## src/rtl/button_conditioner_pkg.sv

```systemverilog
// Shared definitions for the button conditioner: repeat FSM encoding and default timing.
// Defaults target a 100 MHz board clock (2.5 ms debounce, 250 ms delay, 50 ms repeat).
package button_conditioner_pkg;

  typedef enum logic [1:0] {
    BC_IDLE   = 2'd0,
    BC_HOLD   = 2'd1,
    BC_REPEAT = 2'd2
  } bc_state_t;

  localparam int BC_DEF_N            = 4;
  localparam int BC_DEF_SYNC_STAGES  = 2;
  localparam int BC_DEF_DB_CYCLES    = 250000;
  localparam int BC_DEF_REPEAT_DELAY = 25000000;
  localparam int BC_DEF_REPEAT_RATE  = 5000000;

  function automatic int bc_max(input int a, input int b);
    return (a > b) ? a : b;
  endfunction

endpackage

```

## src/rtl/button_conditioner_btn_channel.sv

```systemverilog
// One conditioner channel: input synchroniser, stable-count debouncer,
// press/release strobes and the hold-to-repeat fire FSM.
module btn_channel
  import button_conditioner_pkg::*;
#(
  parameter int SYNC_STAGES  = BC_DEF_SYNC_STAGES,
  parameter int DB_CYCLES    = BC_DEF_DB_CYCLES,
  parameter int REPEAT_DELAY = BC_DEF_REPEAT_DELAY,
  parameter int REPEAT_RATE  = BC_DEF_REPEAT_RATE
) (
  input  logic clk,
  input  logic rst_n,
  input  logic btn_raw,
  input  logic repeat_en,
  output logic level,
  output logic press,
  output logic released,
  output logic fire,
  output logic held_long
);

  localparam int DB_W  = $clog2(DB_CYCLES);
  localparam int RPT_W = $clog2(bc_max(REPEAT_DELAY, REPEAT_RATE) + 1);

  localparam logic [DB_W-1:0]  DB_LAST   = DB_W'(DB_CYCLES - 1);
  localparam logic [RPT_W-1:0] RPT_DELAY = RPT_W'(REPEAT_DELAY);
  localparam logic [RPT_W-1:0] RPT_RATE  = RPT_W'(REPEAT_RATE);
  localparam logic [RPT_W-1:0] RPT_ONE   = RPT_W'(1);

  logic [SYNC_STAGES-1:0] sync_q;
  logic [DB_W-1:0]        db_cnt;
  logic                   synced;
  logic                   accept;
  logic                   rise;
  logic                   fall;

  bc_state_t              state_q;
  bc_state_t              state_d;
  logic [RPT_W-1:0]       rpt_cnt_q;
  logic [RPT_W-1:0]       rpt_cnt_d;
  logic                   fire_d;

  assign synced = sync_q[SYNC_STAGES-1];
  assign accept = (synced != level) && (db_cnt == DB_LAST);
  assign rise   = accept && synced;
  assign fall   = accept && !synced;

  // Sync chain and debouncer; the strobes fire on the same edge that flips level.
  always_ff @(posedge clk or negedge rst_n) begin
    if (!rst_n) begin
      sync_q   <= '0;
      db_cnt   <= '0;
      level    <= 1'b0;
      press    <= 1'b0;
      released <= 1'b0;
    end else begin
      sync_q   <= {sync_q[SYNC_STAGES-2:0], btn_raw};
      press    <= rise;
      released <= fall;
      if (synced == level) begin
        db_cnt <= '0;
      end else if (db_cnt == DB_LAST) begin
        level  <= synced;
        db_cnt <= '0;
      end else begin
        db_cnt <= db_cnt + DB_W'(1);
      end
    end
  end

  always_ff @(posedge clk or negedge rst_n) begin
    if (!rst_n) begin
      state_q   <= BC_IDLE;
      rpt_cnt_q <= '0;
      fire      <= 1'b0;
    end else begin
      state_q   <= state_d;
      rpt_cnt_q <= rpt_cnt_d;
      fire      <= fire_d;
    end
  end

  // Leaving on the fall event (not the old level) makes a release beat a coincident repeat fire.
  always_comb begin
    state_d   = state_q;
    rpt_cnt_d = rpt_cnt_q;
    fire_d    = 1'b0;
    case (state_q)
      BC_IDLE: begin
        if (rise) begin
          state_d   = BC_HOLD;
          rpt_cnt_d = RPT_ONE;
          fire_d    = 1'b1;
        end
      end
      BC_HOLD: begin
        if (fall) begin
          state_d   = BC_IDLE;
          rpt_cnt_d = '0;
        end else if (!repeat_en) begin
          rpt_cnt_d = '0;
        end else if (rpt_cnt_q == RPT_DELAY) begin
          state_d   = BC_REPEAT;
          rpt_cnt_d = RPT_ONE;
          fire_d    = 1'b1;
        end else begin
          rpt_cnt_d = rpt_cnt_q + RPT_ONE;
        end
      end
      BC_REPEAT: begin
        if (fall) begin
          state_d   = BC_IDLE;
          rpt_cnt_d = '0;
        end else if (!repeat_en) begin
          state_d   = BC_HOLD;
          rpt_cnt_d = '0;
        end else if (rpt_cnt_q == RPT_RATE) begin
          rpt_cnt_d = RPT_ONE;
          fire_d    = 1'b1;
        end else begin
          rpt_cnt_d = rpt_cnt_q + RPT_ONE;
        end
      end
      default: begin
        state_d   = BC_IDLE;
        rpt_cnt_d = '0;
      end
    endcase
  end

  assign held_long = (state_q == BC_REPEAT);

endmodule

```

## src/rtl/button_conditioner.sv

```systemverilog
// N independent button/switch conditioners; every output is a clk-domain register
// (held_long decodes the registered FSM state only).
module button_conditioner
  import button_conditioner_pkg::*;
#(
  parameter int N            = BC_DEF_N,
  parameter int SYNC_STAGES  = BC_DEF_SYNC_STAGES,
  parameter int DB_CYCLES    = BC_DEF_DB_CYCLES,
  parameter int REPEAT_DELAY = BC_DEF_REPEAT_DELAY,
  parameter int REPEAT_RATE  = BC_DEF_REPEAT_RATE
) (
  input  logic         clk,
  input  logic         rst_n,
  input  logic [N-1:0] btn_raw,
  input  logic [N-1:0] repeat_en,
  output logic [N-1:0] level,
  output logic [N-1:0] press,
  output logic [N-1:0] released,
  output logic [N-1:0] fire,
  output logic [N-1:0] held_long
);

  for (genvar i = 0; i < N; i++) begin : g_chan
    btn_channel #(
      .SYNC_STAGES  (SYNC_STAGES),
      .DB_CYCLES    (DB_CYCLES),
      .REPEAT_DELAY (REPEAT_DELAY),
      .REPEAT_RATE  (REPEAT_RATE)
    ) u_chan (
      .clk       (clk),
      .rst_n     (rst_n),
      .btn_raw   (btn_raw[i]),
      .repeat_en (repeat_en[i]),
      .level     (level[i]),
      .press     (press[i]),
      .released  (released[i]),
      .fire      (fire[i]),
      .held_long (held_long[i])
    );
  end

endmodule

```

## config.mk

```make
export PLATFORM = sky130hd
export DESIGN_NAME = button_conditioner
export DESIGN_NICKNAME = d
export VERILOG_FILES = /design/src/rtl/button_conditioner_pkg.sv /design/src/rtl/button_conditioner_btn_channel.sv /design/src/rtl/button_conditioner.sv
export SDC_FILE = /design/constraint.sdc
export NUM_CORES = 1
export LEC_CHECK = 0
export CORE_MARGIN = 5
export CORE_UTILIZATION = 55
export CTS_CLUSTER_DIAMETER = 150
export DETAILED_ROUTE_END_ITERATION = 16
export GPL_TIMING_DRIVEN = 0
export PLACE_DENSITY = 0.72
export SLEW_MARGIN = 20
export SYNTH_ARGS = -nofsm -noshare
export SYNTH_HDL_FRONTEND = slang
export SYNTH_SLANG_ARGS = --single-unit
```

## constraint.sdc

```tcl
create_clock -name clk -period 2.83 [get_ports clk]
set_input_delay 0.283 -clock clk [delete_from_list [all_inputs] [get_ports clk]]
set_output_delay 0.283 -clock clk [all_outputs]
set_load 0.01 [all_outputs]
```

* Word-level counts from Yosys, hierarchy flattened *
Cells that the tools add are included.
W data, S select, Z words.

cells by class
  mux-type cells = 100
  add/subtract/negate cells = 8
  bitwise gates (word level) = 4
  equality and inequality tests = 44
  reductions and logical operators = 28

operator list
  kind                     count
  $mux W25                 28
  $pmux W25 S3             4
  $mux W18                 8
  $add A25 B1 Y25 const B  4
  $eq A25 B23 Y1 const B   4
  $eq A25 B25 Y1 const B   4
  $add A18 B1 Y18 const B  4
  $eq A18 B18 Y1 const B   4
  $mux W2                  24
  $mux W1                  28
  $pmux W2 S3              4
  $reduce_and A4 Y1        4
  $logic_and A1 B1 Y1      12
  $ne A3 B1 Y1 const B     4
  $ne A3 B2 Y1 const B     4
  $ne A3 B3 Y1 const B     4
  $pmux W1 S3              4
  $eq A2 B1 Y1 const B     4
  $eq A2 B2 Y1 const B     4
  $logic_not A2 Y1         4
  $ne A2 B1 Y1 const B     4
  $reduce_and A2 Y1        4
  $eq A1 B1 Y1             4
  $logic_not A1 Y1         4
  other kinds (2)          8

word-level totals
  register bits after elaboration = 204
  logic and storage cells = 216

* Logic depth before layout (Yosys ltp) *
  depth after elaboration = 5
  mapped depth = 11
  depth with buffers taken out = 8

* By module *
From an unflattened synthesis, not the netlist that was laid out.

second synthesis, totals
  cells, all modules = 1187
  area, all modules = 11275.8 um^2

by module, submodules not included
  module                              area each (um^2)  cells an instance  seq. area each (um^2)  instances
  btn_channel (g_chan[1].u_chan ...)  2845.2            297                1276.2                 2
  btn_channel (g_chan[3].u_chan)      2824.0            301                1276.2                 1
  btn_channel (g_chan[0].u_chan)      2761.4            292                1276.2                 1

* Worst setup path after synthesis *
No wires, ideal clock.

  path type = register to register
  start point = reg g_chan[3].u_chan.db_cnt[0]
  end point = reg g_chan[3].u_chan.rpt_cnt_q[2]
  data required time = 2.751 ns
  data arrival time = 2.289 ns
  slack = 0.462 ns
  setup time = 0.079 ns
  cell stages (with the launch flop) = 10
  clock period less this slack = 2.368 ns
  buffers on the path = 2
  cell sequence = dfrtp_1 > ha_1 > and3_1 > and4_1 > a41o_1 > a21oi_1 > clkbuf_1 > clkbuf_1 > nand2_1 > mux2i_1

on the way
  longest elaborated chain between the ends = 5

ends and longest elaborated chain
  what                                line                                                                         RTL
  start: declaration                  button_conditioner_btn_channel.sv:31                                         logic [DB_W-1:0] db_cnt;
  start signal: assignment            button_conditioner_btn_channel.sv:66                                         db_cnt <= db_cnt + DB_W'(1);
  $eq A18 B18 Y1 (*)                  button_conditioner_btn_channel.sv:44                                         assign accept = (synced != level) && (db_cnt == DB_LAST);
  $logic_and A1 B1 Y1 (*)             button_conditioner_btn_channel.sv:44
  $logic_and A1 B1 Y1                 button_conditioner_btn_channel.sv:46                                         assign fall = accept && !synced;
  $mux W25, on equally long branches  button_conditioner_btn_channel.sv:111, button_conditioner_btn_channel.sv:97
  $pmux W25 S3                        button_conditioner_btn_channel.sv:88                                         case (state_q)
  end signal: assignment              button_conditioner_btn_channel.sv:78                                         rpt_cnt_q <= rpt_cnt_d;
  end: declaration                    button_conditioner_btn_channel.sv:39                                         logic [RPT_W-1:0] rpt_cnt_q;

Every way passes the cells marked *; elsewhere a longest branch is shown, timed or not.
A chain may end at the register's enable or synchronous reset.

* Worst setup path after layout *
  start point = reg g_chan[1].u_chan.db_cnt[5]
  end point = reg g_chan[1].u_chan.rpt_cnt_q[15]

on the way
  longest elaborated chain between the ends = 5

ends and longest elaborated chain
  what                                line
  start: declaration                  button_conditioner_btn_channel.sv:31
  start signal: assignment            button_conditioner_btn_channel.sv:66
  $eq A18 B18 Y1 (*)                  button_conditioner_btn_channel.sv:44
  $logic_and A1 B1 Y1 (*)             button_conditioner_btn_channel.sv:44
  $logic_and A1 B1 Y1                 button_conditioner_btn_channel.sv:46
  $mux W25, on equally long branches  button_conditioner_btn_channel.sv:111, button_conditioner_btn_channel.sv:97
  $pmux W25 S3                        button_conditioner_btn_channel.sv:88
  end signal: assignment              button_conditioner_btn_channel.sv:78
  end: declaration                    button_conditioner_btn_channel.sv:39

Marked as above.

==> summary.txt <==
Timing
  • Worst-margin pin slew: 0.746 ns
  • Count of final hold-check violations: 0
  • Slew Viols, Final: 0
  • Min Tclk post-route: 2.69 ns
  • Setup TNS: 0 ns
  • Rel. slew slack: 0.498
  • F_max: 371 MHz
  • Final Cycle Share: 0.952
  • Count of final setup violators: 0
  • Layout Skew: 0.00804 ns

Setup path
  • FF-to-FF path depth: 7
  • FF-to-FF Start: g_chan[1].u_chan.db_cnt[5]$_DFF_PN0_
  • Startpoint Class: flop
  • Largest delay contributor family on the critical path: simple AND/OR/NAND/NOR gates
  • Critical path's slowest cell: or4_1
  • R2r endpoint: g_chan[1].u_chan.rpt_cnt_q[15]$_DFFE_PN0P_
  • Max Fanout on Critical Path: 10
  • Buf+Inv Stages, Crit Path: 2
  • Worst EP arrival: a little over 3 ns
  • R2R Setup Slk: between 0.1 and 0.15 ns
  • WP data required: 3.21 ns
  • Worst path cell trace: or4_1 > nor2_1 > nand3_1 > o21a_1 > clkbuf_1 > clkbuf_1 > a221o_1
  • Most common cell on crit path: clkbuf_1
  • Setup Crit Path Kind: flop to flop
  • Max incr delay on CP: ~0.54 ns
  • Crit. End Element: flop

Worst hold path
  • Hold Crit Depth: 1
  • Min-delay src: btn_raw[0]
  • Worst hold path endpoint: g_chan[0].u_chan.sync_q[0]$_DFF_PN0_
  • Hold WC Path Type: input pin to flop

Logic synthesis
  • Largest area contributor in the netlist: dfrtp_1
  • Yosys warns: 0
  • Largest family of logic cells by synthesized area: simple AND/OR/NAND/NOR gates
  • Post-Synthesis Cells: 1,159
  • XOR/XNOR Fraction of Synth Area: 0.0742
  • Mux contribution to synthesized area: 0.00968
  • Sequential area share after synthesis: 0.470
  • Synth area leaders: dfrtp_1 (47%), nor2_1 (5.5%), xnor2_1 (4.6%)
  • Ys async rst share: 1.00
  • Post-Syn Area per Cell: 9.37 sq um
  • Adder and majority gate portion of the synthesized area: 0.0138
  • Yosys reg bits: 204
  • Synth top area share: 0.470
  • Post-synthesis compound-gate area fraction: 0.108
  • Mapped Nets: ~1,200
  • Top_reg_cell synth: dfrtp_1
  • Distinct cells, synth: 67
  • Synth Cell Area: ~11,000 sq um
  • Number of synthesized flops with an enable pin: 0
  • Simple-Gate Fraction of Synth Area: 0.284

Routing
  • Post-route antenna net violation count: 0
  • First-pass DRT Iterations: 5
  • Drt wl/cell: roughly 15 microns
  • Initial DRC Count: around 530
  • Number of vias per cell: 5.76
  • # DRC: 0
  • Via count: roughly 8,600
  • Routed WL: ~23,000 microns

Global routing
  • GR Util All Layers: 0.210
  • Initial antenna violation count: 0
  • Global route overflow: 0
  • First-pass GRT wire length: 40,400 microns
  • Vias in the first global route: between 8,000 and 9,000
  • Largest net degree at the start of global routing: 95

Final layout
  • Share of layout cells above drive strength 1: 0.0802
  • Syn-to-layout area delta: 15.1%
  • Final nets: between 1,000 and 1,500
  • Antenna fix cells: 0
  • Layout Cells excl Fill: 1,500
  • Fill cells: around 1,600

Floorplan
  • Initial Util: 0.558
  • Die Y: between 150 and 200 microns
  • Core area: 19,500 sq um
  • I/O pin cnt: 30
  • Die Width: between 150 and 200 microns
  • Die ar.: 22,600 sq um
  • Row Count: 51

Power
  • IR drop worst, VDD: 0.000593 V
  • Cell Pwr Density: 521 nW/um^2
  • Leak: 0.00552 uW

CTS
  • CTS H-tree lvls: 1
  • Worst-path clk slew: 0.06 ns
  • Worst-Skew Late Latency: a little over 0.5 ns
  • CTS Root Cell: clkbuf_16
  • CTS max path bufs: 3
  • Clock tree sinks: 204
  • CTS tree: done
  • Num CTS Buffers: 24

Placement
  • Gpl congestion: 0.839
  • Port bufs: 29
  • Placed Instances: about 1,500
  • HPWL Detailed: 15,500 microns

Run
  • Total of max-cap violations: 0

Outcome
  • Status: finished clean
## registers in the layout (all words and copies together), names as in the netlist
register	count
g_chan.u_chan.rpt_cnt_q	100
g_chan.u_chan.fire	4
g_chan.u_chan.sync_q	8
g_chan.u_chan.state_q	8
g_chan.u_chan.db_cnt	72
g_chan.u_chan.released	4
g_chan.u_chan.level	4
g_chan.u_chan.press	4
## power by group
group,internal (uW),switching (uW),total [uW],leakage (uW)
clock network,2090,1190,3280,0.000417
logic,85.9,164,250,0.00231
registers,2950,31.2,2980,0.00279
## routing by layer
metal  global-route usage  wire (microns)  vias to the layer above
met5                    0               0                        -
met4               0.0494             406                        0
met2                0.355           11000                      131
met3               0.0289             734                       29
li1                     -               -                     4260
met1                0.290           10700                     4215
## final cells by class
cell class	count	area, sq um	area share
plain buffers	51	294	0.0235
clock buffers	33	696	0.0557
clock inverters	10	166	0.0133
inverters	37	139	0.0111
multi-input cells	866	5390	0.431
flip-flops and latches	204	5100	0.409
well taps	265	332	0.0265
repair buffers	34	375	0.0300
## cells in the final DEF, fill, tap and decap left out, types with 26 or more instances in the layout
master,n
inv_1,37
xnor2_1,57
nor2_1,160
nand4_1,29
nor4_1,26
clkdlybuf4s50_1,28
a21oi_1,26
and3_1,57
dfrtp_1,204
xor2_1,35
clkbuf_1,27
nand2_1,87
nand3_1,88
## cell families after synthesis
| family | after synthesis |
|---|---|
| AOI/OAI and AO/OA | 162 |
| adders and majority gates | 12 |
| and+or+nand+nor | 590 |
| muxes | 10 |
| buffers and inverters | 89 |
| DFF | 204 |
| xor gates and xnor gates | 92 |
## synth_stat cells, drive strengths merged, types with 12 or more instances
cell type,instances
nand4,29
nor2b,14
ha,12
nand2b,16
or3,13
dfrtp,204
a21oi,27
nand3,88
nand2,87
nor4,31
a22o,15
nor3,20
a221o,16
o21ai,24
and3,57
xnor2,57
a21o,17
inv,37
nor2,162
xor2,35
clkbuf,26
buf,26
## what timing repair did
action                                 in CTS  in global routing
resized for setup                           3                  9
setup endpoints to repair                  12                 50
endpoints found under the hold margin      38                  0
buffers inserted                            0                  2
pin swaps                                   0                  1
hold buffers                                1                  0
## worst max path at each step
| stage | end | cells after the start | startpoint |
|---|---|---|---|
| finish | g_chan[1].u_chan.rpt_cnt_q[15]$_DFFE_PN0P_ | 7 | g_chan[1].u_chan.db_cnt[5]$_DFF_PN0_ |
| global route | g_chan[0].u_chan.rpt_cnt_q[14]$_DFFE_PN0P_ | 8 | g_chan[0].u_chan.db_cnt[11]$_DFF_PN0_ |
| CTS | g_chan[1].u_chan.rpt_cnt_q[6]$_DFFE_PN0P_ | 6 | g_chan[1].u_chan.rpt_cnt_q[16]$_DFFE_PN0P_ |
| detailed placement | g_chan[3].u_chan.rpt_cnt_q[8]$_DFFE_PN0P_ | 9 | g_chan[3].u_chan.db_cnt[0]$_DFF_PN0_ |
| global placement | g_chan[3].u_chan.db_cnt[12]$_DFF_PN0_ | 1 | rst_n |
| floorplan | g_chan[3].u_chan.rpt_cnt_q[2]$_DFFE_PN0P_ | 9 | g_chan[3].u_chan.db_cnt[0]$_DFF_PN0_ |
## through the flow
step	cell area, sq um	hold slack (ns)	power, uW	util	setup WS, ns
2_1_floorplan	10900	-0.0126	3150	-	0.462
3_3_place_gp	11500	0.334	3270	0.590	-7.09
3_5_place_dp	11500	0.181	3290	0.593	-0.243
4_1_cts	12400	0.191	6610	0.638	0.0702
5_1_grt	12500	0.199	6760	0.642	-0.0208
6_report	12500	0.213	6510	0.642	0.135
Power figures use the tool's default switching activity.
